**src/rtl/mips_mem_lsu_pkg.sv**
```systemverilog
// ---------------------------------------------------------------------------
// mips_mem_lsu_pkg
// Shared MIPS memory-stage definitions.
// Contents:
//   - Datapath widths (data, byte address, register-file index).
//   - 2-bit LSU FSM encodings and the enum type built on them.
//   - Helper that flags a word access whose byte offset is non-zero.
// ---------------------------------------------------------------------------
package mips_mem_lsu_pkg;

    localparam int MIPS_DATA_WIDTH  = 32;
    localparam int MIPS_ADDR_WIDTH  = 32;
    localparam int MIPS_RFIDX_WIDTH = 5;

    localparam logic [1:0] MIPS_LSU_IDLE     = 2'd0;
    localparam logic [1:0] MIPS_LSU_REQ      = 2'd1;
    localparam logic [1:0] MIPS_LSU_WAIT_RSP = 2'd2;

    typedef enum logic [1:0] {
        ST_IDLE     = MIPS_LSU_IDLE,
        ST_REQ      = MIPS_LSU_REQ,
        ST_WAIT_RSP = MIPS_LSU_WAIT_RSP
    } lsu_state_e;

    // Only whole-word accesses are supported, so any set low address bit
    // means the access cannot be issued to memory.
    function automatic logic is_misaligned(input logic [1:0] byte_off);
        return |byte_off;
    endfunction

endpackage

```
**src/rtl/mips_mem_req_buf.sv**
```systemverilog
// ---------------------------------------------------------------------------
// mips_mem_req_buf
// Holding register for the instruction accepted from EX. The payload is
// captured when cap_en is high and held until the next capture or reset.
// Ports:
//   clk, rst           clock, synchronous active-high reset (clears payload)
//   cap_en             capture strobe (EX handshake)
//   in_*               payload presented by EX / the LSU
//   hold_*             registered payload
// ---------------------------------------------------------------------------
module mips_mem_req_buf
    import mips_mem_lsu_pkg::*;
(
    input  logic                        clk,
    input  logic                        rst,
    input  logic                        cap_en,
    input  logic                        in_is_load,
    input  logic                        in_we,
    input  logic [MIPS_ADDR_WIDTH-1:0]  in_addr,
    input  logic [MIPS_DATA_WIDTH-1:0]  in_wdat,
    input  logic [MIPS_RFIDX_WIDTH-1:0] in_rd_idx,
    input  logic [MIPS_DATA_WIDTH-1:0]  in_rd_wdat,
    input  logic                        in_rd_wen,
    output logic                        hold_is_load,
    output logic                        hold_we,
    output logic [MIPS_ADDR_WIDTH-1:0]  hold_addr,
    output logic [MIPS_DATA_WIDTH-1:0]  hold_wdat,
    output logic [MIPS_RFIDX_WIDTH-1:0] hold_rd_idx,
    output logic [MIPS_DATA_WIDTH-1:0]  hold_rd_wdat,
    output logic                        hold_rd_wen
);

    always_ff @(posedge clk) begin
        if (rst) begin
            hold_is_load <= 1'b0;
            hold_we      <= 1'b0;
            hold_addr    <= '0;
            hold_wdat    <= '0;
            hold_rd_idx  <= '0;
            hold_rd_wdat <= '0;
            hold_rd_wen  <= 1'b0;
        end else if (cap_en) begin
            hold_is_load <= in_is_load;
            hold_we      <= in_we;
            hold_addr    <= in_addr;
            hold_wdat    <= in_wdat;
            hold_rd_idx  <= in_rd_idx;
            hold_rd_wdat <= in_rd_wdat;
            hold_rd_wen  <= in_rd_wen;
        end
    end

endmodule

```
**src/rtl/mips_mem_lsu.sv**
```systemverilog
// ---------------------------------------------------------------------------
// mips_mem_lsu
// MIPS memory-stage load/store unit. Accepts one instruction at a time from
// EX, issues at most one data-memory request, and emits a one-cycle mem2wb
// pulse per accepted instruction.
// Ports:
//   clk, rst                    clock, synchronous active-high reset
//   ex2mem_*                    instruction from EX (valid/ready handshake)
//   dmem_req_*                  data-memory request (valid/ready handshake)
//   dmem_rsp_valid/rdat         load response, only honoured in WAIT_RSP
//   mem2wb_*                    registered writeback result
// ---------------------------------------------------------------------------
module mips_mem_lsu
    import mips_mem_lsu_pkg::*;
(
    input  logic                        clk,
    input  logic                        rst,
    input  logic                        ex2mem_valid,
    output logic                        ex2mem_ready,
    input  logic                        ex2mem_mem_read,
    input  logic                        ex2mem_mem_write,
    input  logic [MIPS_ADDR_WIDTH-1:0]  ex2mem_mem_addr,
    input  logic [MIPS_DATA_WIDTH-1:0]  ex2mem_mem_wdat,
    input  logic [MIPS_RFIDX_WIDTH-1:0] ex2mem_rd_idx,
    input  logic [MIPS_DATA_WIDTH-1:0]  ex2mem_rd_wdat,
    input  logic                        ex2mem_rd_wen,
    output logic                        dmem_req_valid,
    input  logic                        dmem_req_ready,
    output logic                        dmem_req_we,
    output logic [MIPS_ADDR_WIDTH-1:0]  dmem_req_addr,
    output logic [MIPS_DATA_WIDTH-1:0]  dmem_req_wdat,
    input  logic                        dmem_rsp_valid,
    input  logic [MIPS_DATA_WIDTH-1:0]  dmem_rsp_rdat,
    output logic                        mem2wb_valid,
    output logic                        mem2wb_rd_wen,
    output logic                        mem2wb_misalign,
    output logic [MIPS_RFIDX_WIDTH-1:0] mem2wb_rd_idx,
    output logic [MIPS_DATA_WIDTH-1:0]  mem2wb_rd_wdat
);

    lsu_state_e                  state_reg;
    logic                        wb_valid_reg;
    logic                        wb_rd_wen_reg;
    logic                        wb_misalign_reg;
    logic [MIPS_RFIDX_WIDTH-1:0] wb_rd_idx_reg;
    logic [MIPS_DATA_WIDTH-1:0]  wb_rd_wdat_reg;

    logic                        accept;
    logic                        mem_op;
    logic                        misalign;

    logic                        hold_is_load;
    logic                        hold_we;
    logic [MIPS_ADDR_WIDTH-1:0]  hold_addr;
    logic [MIPS_DATA_WIDTH-1:0]  hold_wdat;
    logic [MIPS_RFIDX_WIDTH-1:0] hold_rd_idx;
    logic [MIPS_DATA_WIDTH-1:0]  hold_rd_wdat;
    logic                        hold_rd_wen;

    assign ex2mem_ready = (state_reg == ST_IDLE);
    assign accept       = ex2mem_valid & ex2mem_ready;
    assign mem_op       = ex2mem_mem_read | ex2mem_mem_write;
    assign misalign     = mem_op & is_misaligned(ex2mem_mem_addr[1:0]);

    // A load wins over a simultaneous store request, so the write enable is
    // only set for a pure store.
    mips_mem_req_buf u_req_buf (
        .clk          (clk),
        .rst          (rst),
        .cap_en       (accept),
        .in_is_load   (ex2mem_mem_read),
        .in_we        (ex2mem_mem_write & ~ex2mem_mem_read),
        .in_addr      (ex2mem_mem_addr),
        .in_wdat      (ex2mem_mem_wdat),
        .in_rd_idx    (ex2mem_rd_idx),
        .in_rd_wdat   (ex2mem_rd_wdat),
        .in_rd_wen    (ex2mem_rd_wen),
        .hold_is_load (hold_is_load),
        .hold_we      (hold_we),
        .hold_addr    (hold_addr),
        .hold_wdat    (hold_wdat),
        .hold_rd_idx  (hold_rd_idx),
        .hold_rd_wdat (hold_rd_wdat),
        .hold_rd_wen  (hold_rd_wen)
    );

    always_ff @(posedge clk) begin
        if (rst) begin
            state_reg       <= ST_IDLE;
            wb_valid_reg    <= 1'b0;
            wb_rd_wen_reg   <= 1'b0;
            wb_misalign_reg <= 1'b0;
            wb_rd_idx_reg   <= '0;
            wb_rd_wdat_reg  <= '0;
        end else begin
            // Pulse by default; payload registers keep their last values.
            wb_valid_reg <= 1'b0;
            case (state_reg)
                ST_IDLE: begin
                    if (accept) begin
                        if (mem_op && !misalign) begin
                            state_reg <= ST_REQ;
                        end else begin
                            // Non-memory op or misaligned access: retire
                            // immediately straight from the EX payload.
                            wb_valid_reg    <= 1'b1;
                            wb_rd_idx_reg   <= ex2mem_rd_idx;
                            wb_rd_wdat_reg  <= ex2mem_rd_wdat;
                            wb_rd_wen_reg   <= mem_op ? 1'b0 : ex2mem_rd_wen;
                            wb_misalign_reg <= mem_op;
                        end
                    end
                end
                ST_REQ: begin
                    if (dmem_req_ready) begin
                        if (hold_is_load) begin
                            state_reg <= ST_WAIT_RSP;
                        end else begin
                            state_reg       <= ST_IDLE;
                            wb_valid_reg    <= 1'b1;
                            wb_rd_idx_reg   <= hold_rd_idx;
                            wb_rd_wdat_reg  <= hold_rd_wdat;
                            wb_rd_wen_reg   <= 1'b0;
                            wb_misalign_reg <= 1'b0;
                        end
                    end
                end
                ST_WAIT_RSP: begin
                    if (dmem_rsp_valid) begin
                        state_reg       <= ST_IDLE;
                        wb_valid_reg    <= 1'b1;
                        wb_rd_idx_reg   <= hold_rd_idx;
                        wb_rd_wdat_reg  <= dmem_rsp_rdat;
                        wb_rd_wen_reg   <= hold_rd_wen;
                        wb_misalign_reg <= 1'b0;
                    end
                end
                default: state_reg <= ST_IDLE;
            endcase
        end
    end

    // Request payload comes only from the holding register, so it cannot
    // move while the memory stalls the handshake.
    assign dmem_req_valid  = (state_reg == ST_REQ);
    assign dmem_req_we     = hold_we;
    assign dmem_req_addr   = hold_addr;
    assign dmem_req_wdat   = hold_wdat;

    assign mem2wb_valid    = wb_valid_reg;
    assign mem2wb_rd_wen   = wb_rd_wen_reg;
    assign mem2wb_misalign = wb_misalign_reg;
    assign mem2wb_rd_idx   = wb_rd_idx_reg;
    assign mem2wb_rd_wdat  = wb_rd_wdat_reg;

endmodule

```
**config.mk**
```make
export PLATFORM = sky130hd
export DESIGN_NAME = mips_mem_lsu
export DESIGN_NICKNAME = d
export VERILOG_FILES = /design/src/rtl/mips_mem_lsu_pkg.sv /design/src/rtl/mips_mem_req_buf.sv /design/src/rtl/mips_mem_lsu.sv
export SDC_FILE = /design/constraint.sdc
export NUM_CORES = 1
export LEC_CHECK = 0
export CAP_MARGIN = 25
export CORE_ASPECT_RATIO = 0.5
export CORE_MARGIN = 2
export CORE_UTILIZATION = 57
export CTS_CLUSTER_DIAMETER = 200
export DETAILED_ROUTE_END_ITERATION = 10
export DONT_BUFFER_PORTS = 1
export PLACE_DENSITY = 0.75
export RECOVER_POWER = 50
export SLEW_MARGIN = 25
export SYNTH_ARGS = -nofsm -noshare
export SYNTH_HDL_FRONTEND = slang
export SYNTH_SLANG_ARGS = --single-unit
```
**constraint.sdc**
```tcl
create_clock -name clk -period 1.8 [get_ports clk]
set_input_delay 0.36 -clock clk [delete_from_list [all_inputs] [get_ports clk]]
set_output_delay 0.36 -clock clk [all_outputs]
set_load 0.005 [all_outputs]
```
==> impl_metrics.csv <==
group,metric,value,unit
cts,cts_root_buf,"clkbuf_16",
synthesis,ys_warn_count,0,
global_routing,gr-usage-all-layers,27.9,%
worst_setup_path,cpPeakStageDelay,0.34,ns
synthesis,syn_inst,775,
layout,final_nets,900,
timing,max_freq,0.565,GHz
route,dr_wl_met2,7890,µm
synthesis,yosys.area.top_type,"dfxtp_1",
synthesis,synth_area_leaders,"dfxtp_1 49%, nand2_1 13%, a21oi_1 9.4%",
cts,htreeDepth,4,
timing,slew_viol_final,0,
route,vias,5279,
route,ant_nets,0,
cts,clock_latency,0.41,ns
route,drt_iter0_drc,338,
route,m1WireLength,6400,µm
synthesis,syn-num-nets,922,
worst_setup_path,cp.required,2.09,ns
synthesis,yosys_register_bits,146,
route,routedWlPerCell,18.0,µm
floorplanning,fp.dieH,76.7,µm
timing,finalSetupViolCount,0,
timing,fin_crit,1.77,ns
synthesis,avgSynthCellArea,7.77,µm²
cts,cts_tree,"built",
power,power.switching,2.27,mW
floorplanning,fp.dieW,149,µm
placement,dpl.cell_count,872,
floorplanning,num_io_pins,248,
synthesis,synth_top_area_share,48.5,%
layout,layout_commonest_cell,"nand2_1",
timing,relSlewSlack,73.4,%
layout,layout.cells.non_filler,906,
route,route.detailed.drc,0,
worst_setup_path,cp.arrival,2.06,ns
cts,clk_path_buf_depth,2,
placement,dp_slack,-0.0282,ns
power,power_density,1210,mW/mm²
min_path,hold_path.class,"primary input to flop",
timing,fin_crit_sh,98.4,%
placement,gp_congestion,0.834,
worst_setup_path,crit_type,"flop to flop",
status,status,"completed",
cts,cts.clk_slew.worst_paths,0.06,ns
placement,dp_hpwl,10600,µm
placement,io_buffers,0,
route,route.met3.wl,1700,µm
power,p_clk_share,43.9,%
power,power_leakage,2.52,nW
power,p_sw_share,26.9,%
power,power.total,8.44,mW
route,routed_wl,16300,µm
floorplanning,start_util,58.8,%
worst_setup_path,slowest_stage,"dfxtp_2",
floorplanning,dieArea,0.0115,mm²
cts,hold_buffers,0,
worst_setup_path,crit_buf_inv,3,
layout,layout_common_cells,"206 x nand2_1, 145 x dfxtp_1, 112 x a21oi_1",
route,dr.pass1.iters,5,
global_routing,grt_overflow,0,
synthesis,seq_area_frac_synth,48.5,%
cts,cts_buffers,17,
worst_setup_path,crit_fanout,16,
layout,drive_gt1_share,10.3,%
power,power_frac_seq,44.1,%
layout,diodes,0,
global_routing,antenna_found_initial,0,
synthesis,syn_area,0.00602,mm²
floorplanning,core,0.0102,mm²
worst_setup_path,path_cells,"inv_2 -> buf_4 -> ha_1 -> nand2b_1 -> o221a_4 -> and2_4 -> buf_8 -> o21ai_0",
timing,hold_viol_final,0,
power,peakVddDrop,762,µV
worst_setup_path,cp-start-kind,"flop",
timing,worstMarginPinSlew,0.394,ns
global_routing,grt_max_degree,180,
cts,cts_sinks,146,
global_routing,grt_pass1_wl,25600,µm
layout,synthToLayoutAreaGrowth,16.1,%
timing,skew,0.0136,ns
power,intPower,6.17,mW
worst_setup_path,cp_top_family,"simple AND/OR/NAND/NOR gates",
timing,timing.hold.ws,0.0329,ns
synthesis,synth_cell_types,32,
flow_run,maxCapViolCount,0,
worst_setup_path,end_kind,"flop",
route,viasPerCell,5.83,
global_routing,grt_pass1_vias,5159,
timing,setup_slack,0.0294,ns
floorplanning,num_rows,26,
power,power_frac_comb,12.0,%
route,dr.max_layer_used,"met4",
through the flow:
stage               util [%]  TNS [ns]  instance area (µm²)
floorplan                  -         0                 6020
global route            68.2    -0.845                 6990
finish                  68.2         0                 6990
CTS                     67.1  -0.00893                 6870
detailed placement      60.8   -0.0746                 6230
global placement        60.8         0                 6230
power groups by stage:
stage          logic [mW]  registers [mW]  clock network, mW
2_1_floorplan       0.732            3.72                  0
3_3_place_gp        0.907            3.79                  0
4_1_cts             0.959            3.72               3.75
3_5_place_dp        0.939            3.79                  0
6_report             1.01            3.72               3.71
5_1_grt              1.14            3.75               3.91
cell families (layout without fill, tap and decap cells):
logic type / Yosys count / after routing / share of synthesized area [%]
AND/OR/NAND/NOR: 315 / 315 / 22.0
flip-flops: 146 / 146 / 48.5
adder cells (fa/ha/maj): 6 / 6 / 1.25
AO/OA/AOI/OAI: 227 / 227 / 22.3
multiplexers: 5 / 5 / 0.831
buffers and inverters: 76 / 67 / 5.01
Yosys cell counts, drive strengths merged:
library cell / n
a211oi: 39
a21oi: 113
a22oi: 32
a31oi: 1
a32oi: 1
and2: 2
buf: 17
clkbuf: 54
dfxtp: 146
ha: 6
inv: 5
mux2i: 5
nand2: 207
nand2b: 34
nand3: 34
nand4: 1
nor2: 34
nor3: 1
nor3b: 1
nor4b: 1
o21ai: 35
o221a: 1
o221ai: 1
o311ai: 1
o31a: 1
o31ai: 1
o41a: 1
what timing repair did:
item,CTS,global route
setup endpoints to repair,24,41
buffers inserted,0,2
pin swaps,1,2
gates resized for setup,9,23
area by class of cell:
| class | instances | area [µm²] |
|---|---|---|
| clock buffer | 18 | 429 |
| clock inverter | 14 | 193 |
| fill | 850 | 3250 |
| inverter | 5 | 18.8 |
| multi-input combinational | 553 | 2900 |
| sequential | 146 | 2920 |
| tap | 140 | 175 |
| timing repair buffer | 30 | 358 |
path summary, 6_finish.rpt:
kind	depth (start not counted)	end	startpoint	slack, ns
worst min-delay path	1	u_req_buf.hold_rd_wdat[17]$_SDFFE_PP0P_	rst	0.03
worst max register to register	8	mem2wb_rd_wdat[20]$_SDFFE_PP0P_	state_reg[0]$_SDFFE_PP0P_	0.03
worst min register to register	2	u_req_buf.hold_rd_idx[1]$_SDFFE_PP0P_	u_req_buf.hold_rd_idx[1]$_SDFFE_PP0P_	0.45
worst max-delay path	8	mem2wb_rd_wdat[20]$_SDFFE_PP0P_	state_reg[0]$_SDFFE_PP0P_	0.03
routing by layer:
metal  track usage (%)  up-vias
li1                  -     2599
met1              33.9     2457
met2              45.1      202
met3              11.0       21
met4              10.0        0
met5                 0        -
Note: power is estimated with default switching activity, not from simulation.
